[config.mk]
export PLATFORM = sky130hd
export DESIGN_NAME = mult_div_seq
export DESIGN_NICKNAME = d
export VERILOG_FILES = /design/src/rtl/mips_pkg.sv /design/src/rtl/mult_div_seq_div_restore_step.sv /design/src/rtl/mult_div_seq.sv
export SDC_FILE = /design/constraint.sdc
export NUM_CORES = 1
export LEC_CHECK = 0
export CORE_ASPECT_RATIO = 1.1
export CORE_MARGIN = 2
export CORE_UTILIZATION = 58
export DETAILED_ROUTE_END_ITERATION = 12
export PLACE_DENSITY = 0.88
export SYNTH_ARGS = -nofsm -noshare
export SYNTH_HDL_FRONTEND = slang
export SYNTH_HIERARCHICAL = 1
export SYNTH_SLANG_ARGS = --single-unit
[constraint.sdc]
create_clock -name clk -period 10.9 [get_ports clk]
set_clock_uncertainty 0.1 [all_clocks]
set_input_delay 1.09 -clock clk [delete_from_list [all_inputs] [get_ports clk]]
set_output_delay 1.09 -clock clk [all_outputs]
set_load 0.05 [all_outputs]
[src/rtl/mips_pkg.sv]
// Shared definitions for the MIPS multicycle core: multiply/divide sequencer
// state encoding, default operand width and the exception cause it raises.
package mips_pkg;

  localparam int MDU_WIDTH = 32;

  // Cause code the control unit records when a DIV completes with b == 0.
  localparam logic [4:0] MDU_CAUSE = 5'h0c;

  typedef enum logic [2:0] {
    IDLE = 3'd0,
    MULT = 3'd1,
    DIV  = 3'd2,
    DFIX = 3'd3,
    DONE = 3'd4
  } mdu_state_t;

endpackage

[src/rtl/mult_div_seq_div_restore_step.sv]
// One restoring-division step on unsigned magnitudes: shift {rem, quo} left,
// trial-subtract the divisor and keep or restore the partial remainder.
module div_restore_step #(
  parameter int WIDTH = 32
) (
  input  logic [WIDTH-1:0] rem,
  input  logic [WIDTH-1:0] quo,
  input  logic [WIDTH-1:0] divisor,
  output logic [WIDTH-1:0] rem_next,
  output logic [WIDTH-1:0] quo_next
);

  logic [WIDTH:0] rem_shift;
  logic           fits;

  assign rem_shift = {rem, quo[WIDTH-1]};
  assign fits      = (rem_shift >= {1'b0, divisor});

  // The kept difference is below the divisor, so WIDTH bits always hold it.
  assign rem_next  = fits ? (rem_shift[WIDTH-1:0] - divisor) : rem_shift[WIDTH-1:0];
  assign quo_next  = {quo[WIDTH-2:0], fits};

endmodule

[src/rtl/mult_div_seq.sv]
// Multicycle signed MULT/DIV sequencer owning the HI/LO pair: radix-2 Booth
// multiply, restoring divide on magnitudes with a sign-fix cycle.
module mult_div_seq
  import mips_pkg::*;
#(
  parameter int WIDTH = MDU_WIDTH
) (
  input  logic             clk,
  input  logic             reset,
  input  logic             start_mult,
  input  logic             start_div,
  input  logic [WIDTH-1:0] a,
  input  logic [WIDTH-1:0] b,
  output logic             busy,
  output logic             done,
  output logic             div_zero,
  output logic [WIDTH-1:0] hi,
  output logic [WIDTH-1:0] lo
);

  localparam int CW = $clog2(WIDTH + 1);

  mdu_state_t state, next_state;

  logic [CW-1:0]    count;
  logic [WIDTH-1:0] mcand;
  logic [2*WIDTH:0] acc;
  logic             q_m1;
  logic [WIDTH-1:0] divisor;
  logic [WIDTH-1:0] rem;
  logic [WIDTH-1:0] quo;
  logic             sign_a;
  logic             sign_b;

  logic             last_step;
  logic             div_by_zero_req;
  logic [WIDTH:0]   mcand_ext;
  logic [WIDTH:0]   booth_upper;
  logic [2*WIDTH:0] booth_next;
  logic [WIDTH-1:0] rem_next;
  logic [WIDTH-1:0] quo_next;

  assign last_step       = (count == CW'(1));
  assign div_by_zero_req = start_div && !start_mult && (b == '0);

  // The upper half carries one guard bit so subtracting the most negative
  // multiplicand cannot overflow the partial product.
  assign mcand_ext = {mcand[WIDTH-1], mcand};

  always_comb begin
    booth_upper = acc[2*WIDTH:WIDTH];
    case ({acc[0], q_m1})
      2'b01:   booth_upper = acc[2*WIDTH:WIDTH] + mcand_ext;
      2'b10:   booth_upper = acc[2*WIDTH:WIDTH] - mcand_ext;
      default: booth_upper = acc[2*WIDTH:WIDTH];
    endcase
    booth_next = {booth_upper[WIDTH], booth_upper, acc[WIDTH-1:1]};
  end

  div_restore_step #(
    .WIDTH(WIDTH)
  ) u_div_step (
    .rem      (rem),
    .quo      (quo),
    .divisor  (divisor),
    .rem_next (rem_next),
    .quo_next (quo_next)
  );

  always_ff @(posedge clk or posedge reset) begin
    if (reset) state <= IDLE;
    else       state <= next_state;
  end

  always_comb begin
    next_state = state;
    case (state)
      IDLE: begin
        if (start_mult)          next_state = MULT;
        else if (div_by_zero_req) next_state = DONE;
        else if (start_div)      next_state = DIV;
      end
      MULT:    if (last_step) next_state = DONE;
      DIV:     if (last_step) next_state = DFIX;
      DFIX:    next_state = DONE;
      DONE:    next_state = IDLE;
      default: next_state = IDLE;
    endcase
  end

  always_ff @(posedge clk or posedge reset) begin
    if (reset) begin
      busy     <= 1'b0;
      done     <= 1'b0;
      div_zero <= 1'b0;
      hi       <= '0;
      lo       <= '0;
      count    <= '0;
      mcand    <= '0;
      acc      <= '0;
      q_m1     <= 1'b0;
      divisor  <= '0;
      rem      <= '0;
      quo      <= '0;
      sign_a   <= 1'b0;
      sign_b   <= 1'b0;
    end else begin
      busy     <= (next_state != IDLE);
      done     <= (next_state == DONE);
      div_zero <= (state == IDLE) && div_by_zero_req;
      case (state)
        IDLE: begin
          if (start_mult) begin
            mcand <= a;
            acc   <= {{(WIDTH+1){1'b0}}, b};
            q_m1  <= 1'b0;
            count <= CW'(WIDTH);
          end else if (start_div && (b != '0)) begin
            divisor <= b[WIDTH-1] ? -b : b;
            quo     <= a[WIDTH-1] ? -a : a;
            rem     <= '0;
            sign_a  <= a[WIDTH-1];
            sign_b  <= b[WIDTH-1];
            count   <= CW'(WIDTH);
          end
        end
        MULT: begin
          acc   <= booth_next;
          q_m1  <= acc[0];
          count <= count - CW'(1);
          if (last_step) begin
            hi <= booth_next[2*WIDTH-1:WIDTH];
            lo <= booth_next[WIDTH-1:0];
          end
        end
        DIV: begin
          rem   <= rem_next;
          quo   <= quo_next;
          count <= count - CW'(1);
        end
        DFIX: begin
          lo <= (sign_a ^ sign_b) ? -quo : quo;
          hi <= sign_a ? -rem : rem;
        end
        default: ;
      endcase
    end
  end

endmodule

==> impl_metrics.tcl <==
set metrics [dict create \
    yosysWarnings 6 \
    grt_pass1_vias 16600 \
    drt-met1-wl_um 23200 \
    clockBufferDepth 3 \
    r2r-end "hi[31]$_DFFE_PP0P_" \
    ant_nets 0 \
    final_cells 2742 \
    clk_latency_ns 0.58 \
    cts.hold.buffers_added 0 \
    dp_hpwl_um 41500 \
    yosysMostFrequentCell "nand2_1" \
    cts_made_buffers 31 \
    gr-total-overflow 0 \
    critPathKind "register to register" \
    post_cts_buffers 0 \
    outcome "finished clean" \
    wl_met3_um 4440 \
    fin_util_pct 65.7 \
    final.period_utilization_pct 46.2 \
    antenna_found_initial 1 \
    cts_sinks 271 \
    multi_input_area_mm2 0.0109 \
    synth-seq-cells 271 \
    setup_viol 0 \
    cp_max_fo 8 \
    synth.area.top_cells "dfrtp_1, nand2_1, o21ai_0" \
    yosys.area.top_type "dfrtp_1" \
    vias 17500 \
    syn_to_final_growth_pct 12.4 \
    track_usage_pct 33.3 \
    hold_class "register to register" \
    maxCapViolations 0 \
    yosysSeqAreaShare_pct 36.2 \
    route.top_layer_used "met5" \
    drt_iter0_drc 2204 \
    cts_max_level 1 \
    fin_setup_tns_ns 0 \
    clk_pin_slew_ns 0.06 \
    synth_cells 2270 \
    layout-drive-gt1-share_pct 6.22 \
    drt-wirelength-per-cell_um 20.8 \
    cts_resized 0 \
    via_per_inst 6.38 \
    max_slew.worst_pin.slew_ns 1.31 \
    num-fill-cells 2562 \
    synth_top_area_share_pct 36.2 \
    register_area_mm2 0.00678 \
    fp.dieW_um 175 \
    rr_worst_depth 17 \
    timing.final.crit_period_ns 5.04 \
    syn-num-nets 2412 \
    num_io_pins 135 \
    r2r_setup_slack_ns 5.86 \
    slew_headroom_pct 12.2 \
    dp.cells 2688 \
    cts_tree "yes" \
    critPathLaunchType "register" \
    cts_root_buf "clkbuf_16" \
    io_buffers 134 \
    core.rowCount 69 \
    num_antenna_cells 0 \
    hold_violations 0 \
    grt_max_degree 129 \
    required_ns 11.30 \
    synth_edf_count 0 \
    min_to "lo[0]$_DFFE_PP0P_" \
    dieArea_mm2 0.0337 \
    ys.flop_type "dfrtp_1" \
    core-area_mm2 0.0320 \
    ys_types 90 \
    wl_met2_um 26800 \
    wirelength_um 56900 \
    grt_pass1_wl_um 89600 \
    holdCritStartpoint "lo[0]$_DFFE_PP0P_" \
    rsz0062_at_grt "false" \
    gp_congestion 0.946 \
    final_nets 2437 \
    whs_path_depth 2 \
    design_area_mm2 0.0210 \
    arrival_ns 5.44 \
    crit_path_end_kind "register" \
    start_util_pct 58.4 \
    drc 0 \
    die_y_um 192 \
    placed_area_mm2 0.0200 \
    async_flop_share_pct 100 \
    synth_common_cells "nand2_1, dfrtp_1, o21ai_0" \
    netlist_area_mm2 0.0187 \
    r2r_start "mcand[11]$_DFFE_PP0P_" \
    max_freq_mhz 198 \
    post_synth.cell_area_avg_um2 8.24 \
    dr.pass1.iters 6 \
    finalMaxSlewViolations 0 \
]
==> how the worst max path moves through the flow <==
stage | from | end
floorplan | reset | acc[0]$_DFFE_PP0P_
global placement | b[18] | quo[31]$_DFFE_PP0P_
detailed placement | b[18] | quo[14]$_DFFE_PP0P_
CTS | mcand[11]$_DFFE_PP0P_ | hi[31]$_DFFE_PP0P_
global route | mcand[11]$_DFFE_PP0P_ | hi[31]$_DFFE_PP0P_
finish | mcand[11]$_DFFE_PP0P_ | hi[31]$_DFFE_PP0P_
==> through the flow <==
step / setup WS (ns) / hold slack, ns
finish: 5.86 / 0.377
global route: 5.42 / 0.405
CTS: 5.98 / 0.382
detailed placement: 5.98 / 0.367
global placement: 6.02 / 0.360
floorplan: 2.24 / 0.339
==> state kept, by name, indices dropped and copies added, names as in the netlist, 3 cells and up <==
name	count
lo	32
state	3
mcand	32
quo	32
hi	32
divisor	32
rem	32
count	6
acc	64
==> worst max-delay path, cell delays in order, from the launching register on <==
cell	delay [ns]
dfrtp_1	0.42
nor4_1	0.53
nand2b_1	0.18
nor3_1	0.31
nand2_1	0.14
nor4_1	0.32
a21oi_1	0.15
xnor2_1	0.20
ha_1	0.39
and4_1	0.23
a21oi_1	0.20
a21oi_1	0.12
a211oi_1	0.31
o21ai_0	0.31
or4_1	0.57
and3_4	0.20
and3_4	0.19
o22ai_2	0.10
==> per-layer routing <==
metal	vias up	global-route usage [%]
met2	920	54.9
met5	-	0
met1	8386	44.1
met4	2	14.6
li1	8034	-
met3	141	4.37
==> cells in the final DEF, fill, tap and decap left out, types with 9 or more instances in the layout <==
cell type        count
a211oi_1            10
a21o_1              26
a21oi_1            111
a22o_1              14
a22oi_1             35
a31oi_1             51
and3_1              12
buf_4               15
clkbuf_16           31
clkdlybuf4s50_1    134
dfrtp_1            271
ha_1                72
inv_1               67
mux2_2              21
mux2_4               9
mux2i_1             14
nand2_1            428
nand2b_1             9
nand3_1             39
nand4_1             15
nor2_1             178
nor2b_1             13
nor3_1              34
nor4_1              17
o211ai_1            11
o21ai_0            216
o21ai_1             20
o31ai_1             39
o41ai_1             17
or4_1               15
xnor2_1            101
xor2_1             102
==> layout make-up <==
cell class | count | area share [%]
Multi-Input combinational cell | 1772 | 52.0
Sequential cell | 271 | 32.2
Timing Repair Buffer | 149 | 6.91
Clock buffer | 41 | 4.20
Tap cell | 426 | 2.53
Inverter | 70 | 1.28
Clock inverter | 13 | 0.797
==> logic make-up (layout without fill, tap and decap cells) <==
kind of cell	Yosys count	after routing	synth area share [%]
xor+xnor	203	203	9.50
buf+inv	227	273	5.50
compound gates	633	633	21.5
fa+ha+maj	74	74	5.03
flops	271	271	36.2
mux	44	44	2.73
simple gates	818	818	19.5
Power is not shown: default switching activity piles up to over one toggle a cycle in this logic, so the estimate is an artifact.
